[config.mk]
export PLATFORM = sky130hd
export DESIGN_NAME = objram_arbiter
export DESIGN_NICKNAME = d
export VERILOG_FILES = /design/src/rtl/objram_arbiter.sv
export SDC_FILE = /design/constraint.sdc
export NUM_CORES = 1
export LEC_CHECK = 0
export BUFFER_PORTS_ARGS = -buffer_cell sky130_fd_sc_hd__buf_2
export CAP_MARGIN = 10
export CORE_MARGIN = 1.5
export CORE_UTILIZATION = 31
export CTS_CLUSTER_DIAMETER = 80
export DETAILED_ROUTE_END_ITERATION = 16
export GPL_ROUTABILITY_DRIVEN = 1
export PLACE_DENSITY = 0.67
export SLEW_MARGIN = 0
export SYNTH_ARGS = -nofsm -noshare
export SYNTH_HDL_FRONTEND = slang
export SYNTH_SLANG_ARGS = --single-unit
[constraint.sdc]
create_clock -name clk -period 2 [get_ports clk]
set_clock_uncertainty 0.15 [all_clocks]
set_input_delay 0.1 -clock clk [delete_from_list [all_inputs] [get_ports clk]]
set_output_delay 0.1 -clock clk [all_outputs]
set_load 0.005 [all_outputs]
[src/rtl/objram_arbiter.sv]
// objram_arbiter: round-robin arbiter for the object-RAM write port, with grants
// allowed only inside a fixed window that opens on each falling edge of iVS.
module objram_arbiter #(
  parameter int NUM_REQ    = 4,
  parameter int ADDR_W     = 3,
  parameter int DATA_W     = 13,
  parameter int WIN_CYCLES = 64
) (
  input  logic                        clk,
  input  logic                        reset_n,
  input  logic                        iVS,
  input  logic [NUM_REQ-1:0]          iReq,
  input  logic [NUM_REQ*ADDR_W-1:0]   iAddr,
  input  logic [NUM_REQ*DATA_W-1:0]   iData,
  output logic [NUM_REQ-1:0]          oGnt,
  output logic [ADDR_W-1:0]           oObjRam_addr,
  output logic [DATA_W-1:0]           oObjRam_data,
  output logic                        oObjRam_we,
  output logic                        oWinOpen,
  output logic                        oOverrun
);
  localparam int PW = $clog2(NUM_REQ);
  typedef enum logic {IDLE, WRITE} state_t;
  state_t          r_state;
  logic            r_last_vs;
  logic            r_win_open_d;
  logic [7:0]      r_win_cnt;
  logic [PW-1:0]   r_ptr;
  logic [7:0]      w_cnt_nxt;
  logic [PW-1:0]   w_sel;
  logic            w_frame_syn;
  assign w_frame_syn = r_last_vs & ~iVS;
  assign w_cnt_nxt   = w_frame_syn ? 8'(WIN_CYCLES) :
                       (r_win_cnt != 8'd0) ? r_win_cnt - 8'd1 : r_win_cnt;
  // Scan downward so the index closest to ptr+1 is the one left standing.
  always_comb begin
    w_sel = r_ptr;
    for (int i = NUM_REQ; i >= 1; i--)
      if (iReq[(int'(r_ptr) + i) % NUM_REQ]) w_sel = PW'((int'(r_ptr) + i) % NUM_REQ);
  end
  always_ff @(posedge clk or negedge reset_n) begin
    if (!reset_n) begin
      r_state      <= IDLE;
      r_last_vs    <= 1'b0;
      r_win_open_d <= 1'b0;
      r_win_cnt    <= 8'd0;
      r_ptr        <= PW'(NUM_REQ - 1);
      oGnt         <= '0;
      oObjRam_addr <= '0;
      oObjRam_data <= '0;
      oObjRam_we   <= 1'b0;
      oWinOpen     <= 1'b0;
      oOverrun     <= 1'b0;
    end else begin
      r_last_vs    <= iVS;
      r_win_cnt    <= w_cnt_nxt;
      oWinOpen     <= w_cnt_nxt != 8'd0;
      r_win_open_d <= oWinOpen;
      if (r_win_cnt == 8'd0 && r_win_open_d && |(iReq & ~oGnt)) oOverrun <= 1'b1;
      if (r_state == IDLE) begin
        if (r_win_cnt != 8'd0 && |iReq) begin
          r_state      <= WRITE;
          r_ptr        <= w_sel;
          oGnt         <= NUM_REQ'(1) << w_sel;
          oObjRam_we   <= 1'b1;
          oObjRam_addr <= iAddr[int'(w_sel)*ADDR_W +: ADDR_W];
          oObjRam_data <= iData[int'(w_sel)*DATA_W +: DATA_W];
        end
      end else begin
        r_state    <= IDLE;
        oGnt       <= '0;
        oObjRam_we <= 1'b0;
      end
    end
  end
endmodule

==> summary.md <==
| Metric | Value |
|---|---|
| Initial antenna violation count | `0` |
| Worst Hold Depth | `3` |
| Cell area power density | `1550 mW/mm²` |
| Normalized max-slew margin | `46.5%` |
| Total Wirelength | `5.71 mm` |
| Vias in the first global route | `1921` |
| CP required | `2.04 ns` |
| Critical Path Stages | `10` |
| H-tree depth | `2` |
| HPWL after DPL | `4.08 mm` |
| Synthesis-stage register bit count | `36` |
| Inserted Diodes | `0` |
| CP Class | `flop to flop` |
| Pin slew with the least headroom to its limit | `0.802 ns` |
| Share of layout cells above drive strength 1 | `53.5%` |
| Met1 Use GR | `19.9%` |
| RSZ-0062 raised after global routing | `yes` |
| Drc violations | `0` |
| Yosys top cell area share | `41.4%` |
| FMAX | `480 MHz` |
| Worst IR Drop VDD | `0.610 mV` |
| Iter 0 DRT Violations | `68` |
| Clk sink count | `36` |
| Status | `finished, violations left` |
| Fin. Hold Viols | `0` |
| Row cnt | `29` |
| Gr busiest metal | `met2` |
| Post-Syn Instances | `190` |
| Drt wl/cell | `14.4 µm` |
| Met2 usage | `28.4%` |
| Type of origin of the critical path | `flop` |
| Initial core utilization | `32.2%` |
| Crit-path slowest cell | `dfrtp_1` |
| Max stage delay on crit path | `0.39 ns` |
| Syn Std Cell Area | `0.00205 mm²` |
| Cells on worst reg2reg path | `10` |
| Clock insertion delay at the later pin of the skew report | `0.30 ns` |
| CTS Buf Count | `5` |
| # fillers | `582` |
| Synth area leader | `dfrtp_1` |
| Synth cell types | `37` |
| Worst-path clk slew | `0.07 ns` |
| Final period util | `104%` |
| NumNets Final | `390` |
| Die width | `84.4 µm` |
| Placeable Area | `0.00639 mm²` |
| Io pins | `94` |
| Cells along the critical path | `inv_2 -> ha_4 -> nor3b_4 -> buf_6 -> a21oi_4 -> nor2b_4 -> nor2b_4 -> buf_6 -> buf_16 -> a221oi_2` |
| Worst EP arrival | `2.13 ns` |
| Endpoints failing setup | `5` |
| Cell family with most CP delay | `simple AND/OR/NAND/NOR gates` |
| WP buf/inv | `4` |
| Largest net degree at the start of global routing | `37` |
| CTS tree | `yes` |
| Synth warnings | `0` |
| Die height | `84.4 µm` |
| Largest cells by area after synthesis | `dfrtp_1 (41%), mux2i_1 (17%), nor2_1 (6.0%), a221oi_2 (5.9%), a221oi_1 (3.8%)` |
| First-pass GRT wire length | `9.09 mm` |
| Seq/Total Area, Yosys | `44.0%` |
| GR Util All Layers | `16.0%` |
| P&R area growth vs syn | `55.2%` |
| Pins Over Slew Limit | `0` |
| PortBufs | `93` |
| Pre-antenna DRT Iters | `4` |
| Post-route ant nets | `0` |
| Met3 usage | `3.05%` |
| Commonest non-fill, non-tap cell in the layout | `buf_2` |
| Congestion Overflow GR | `0` |
| Syn nets | `263` |
| Placer congestion estimate | `0.798` |
| Worst min path class | `primary input to flop` |
| Die Footprint | `0.00712 mm²` |
| Worst Path Max Fanout | `5` |
| Syn avg cell area | `10.8 µm²` |
| Max Buffers Root-to-Sink | `2` |
| Max-Cap Viols | `0` |
| Final worst slack | `-0.0826 ns` |
| Failing checks | `setup timing` |
| Most frequent cells in the layout | `buf_2 (93), dfrtp_1 (34), nor2_1 (32), mux2i_1 (32), buf_4 (20)` |
| CTS Root Cell | `clkbuf_8` |
| Fin Setup TNS | `-0.234 ns` |
| Fin crit period | `2.08 ns` |
| Vias | `1925` |
| DR vias/cell | `4.87` |
| Critical path capture point type | `flop` |
| Static Leak | `1.57 nW` |
| Hold slack | `0.00952 ns` |
==> layer usage <==
metal	vias up	part of all wire [%]
met5	-	0
li1	942	-
met1	938	42
met4	0	1.3
met3	7	3.3
met2	38	53
==> cell families after synthesis <==
family | synth area share, %
AND/OR/NAND/NOR | 14.3
buffers and inverters | 5.06
AO/OA/AOI/OAI | 16.3
adder cells (fa/ha/maj) | 1.22
flip-flops | 44.0
multiplexers | 17.1
XOR/XNOR | 2.13
==> cells in the mapped netlist (all sizes together) <==
| cell | count |
|---|---|
| or4 | 1 |
| a31oi | 1 |
| clkbuf | 2 |
| o31ai | 1 |
| nand3 | 1 |
| mux2i | 35 |
| a21oi | 4 |
| a211oi | 1 |
| a22o | 4 |
| nand3b | 2 |
| nor3b | 2 |
| nor2b | 4 |
| or2 | 1 |
| and2 | 3 |
| a221oi | 17 |
| o21ai | 4 |
| xnor2 | 4 |
| nor3 | 2 |
| a211o | 1 |
| dfrtp | 34 |
| nand2 | 6 |
| inv | 7 |
| ha | 2 |
| buf | 8 |
| o21bai | 1 |
| nor2 | 33 |
| dfstp | 2 |
| or2b | 1 |
| nor4 | 2 |
| xor2 | 1 |
| o22ai | 3 |
==> area by class of cell <==
class,instances,area (µm²),share of cell area [%]
Clock buffer,6,72.6,2.28
Timing Repair Buffer,130,855,26.8
Tap cell,77,96.3,3.02
Sequential cell,36,903,28.3
Clock inverter,2,35.0,1.10
Inverter,7,26.3,0.824
Multi-Input combinational cell,137,1200,37.6
==> flip-flops by register name, indices dropped and copies added, names as in the netlist <==
signal / flops
oObjRam_data: 13
r_win_cnt: 8
oGnt: 4
oObjRam_addr: 3
r_ptr: 2
oObjRam_we: 1
oOverrun: 1
oWinOpen: 1
r_last_vs: 1
r_state: 1
r_win_open_d: 1
==> report_power, final <==
group	switching [mW]	total, mW	internal (mW)
sequential	0.255	1.34	1.09
combinational	1.38	2.98	1.60
clock	0.266	0.636	0.370
==> through the flow <==
| step | power, mW | area [µm²] | setup slack (ns) | instances | utilization, % |
|---|---|---|---|---|---|
| after CTS | 4.80 | 3090 | -0.0494 | 392 | 48.5 |
| after global placement | 3.67 | 2740 | 0.0114 | 369 | 42.8 |
| final | 4.95 | 3190 | -0.0826 | 395 | 49.9 |
| after detailed placement | 3.73 | 2740 | -0.0763 | 369 | 42.8 |
| after global routing | 5.30 | 3190 | -0.149 | 395 | 49.9 |
| after floorplan | 2.90 | 2070 | -0.000153 | 190 | - |
==> what timing repair did <==
item                                    in CTS  in global routing
gates resized for setup                     16                 20
buffers inserted                             6                  3
hold buffers                                 7                  0
hold endpoints to repair                    38                  0
pin swaps                                    5                  4
endpoints found under the setup margin       9                 22
cloned                                       2                  0
==> worst register-to-register path, cell delays in order, from the launching register on <==
cell and delay (ns):
dfrtp_1 0.39, inv_2 0.08, ha_4 0.13, nor3b_4 0.22, buf_6 0.15, a21oi_4 0.05
nor2b_4 0.14, nor2b_4 0.16, buf_6 0.15, buf_16 0.13, a221oi_2 0.25
==> final timing paths <==
| kind | from | end | slack [ns] |
|---|---|---|---|
| max | r_win_cnt[0] | oObjRam_data[1] | -0.08 |
| min | iAddr[4] | oObjRam_addr[1] | 0.01 |
| max reg2reg | r_win_cnt[0] | oObjRam_data[1] | -0.08 |
| min reg2reg | oWinOpen | r_win_open_d | 0.23 |
| max in group asynchronous | reset_n | oObjRam_data[1] | 0.91 |
| min in group asynchronous | reset_n | oObjRam_data[11] | 0.28 |
No activity file was read; power rests on OpenSTA's default activity.
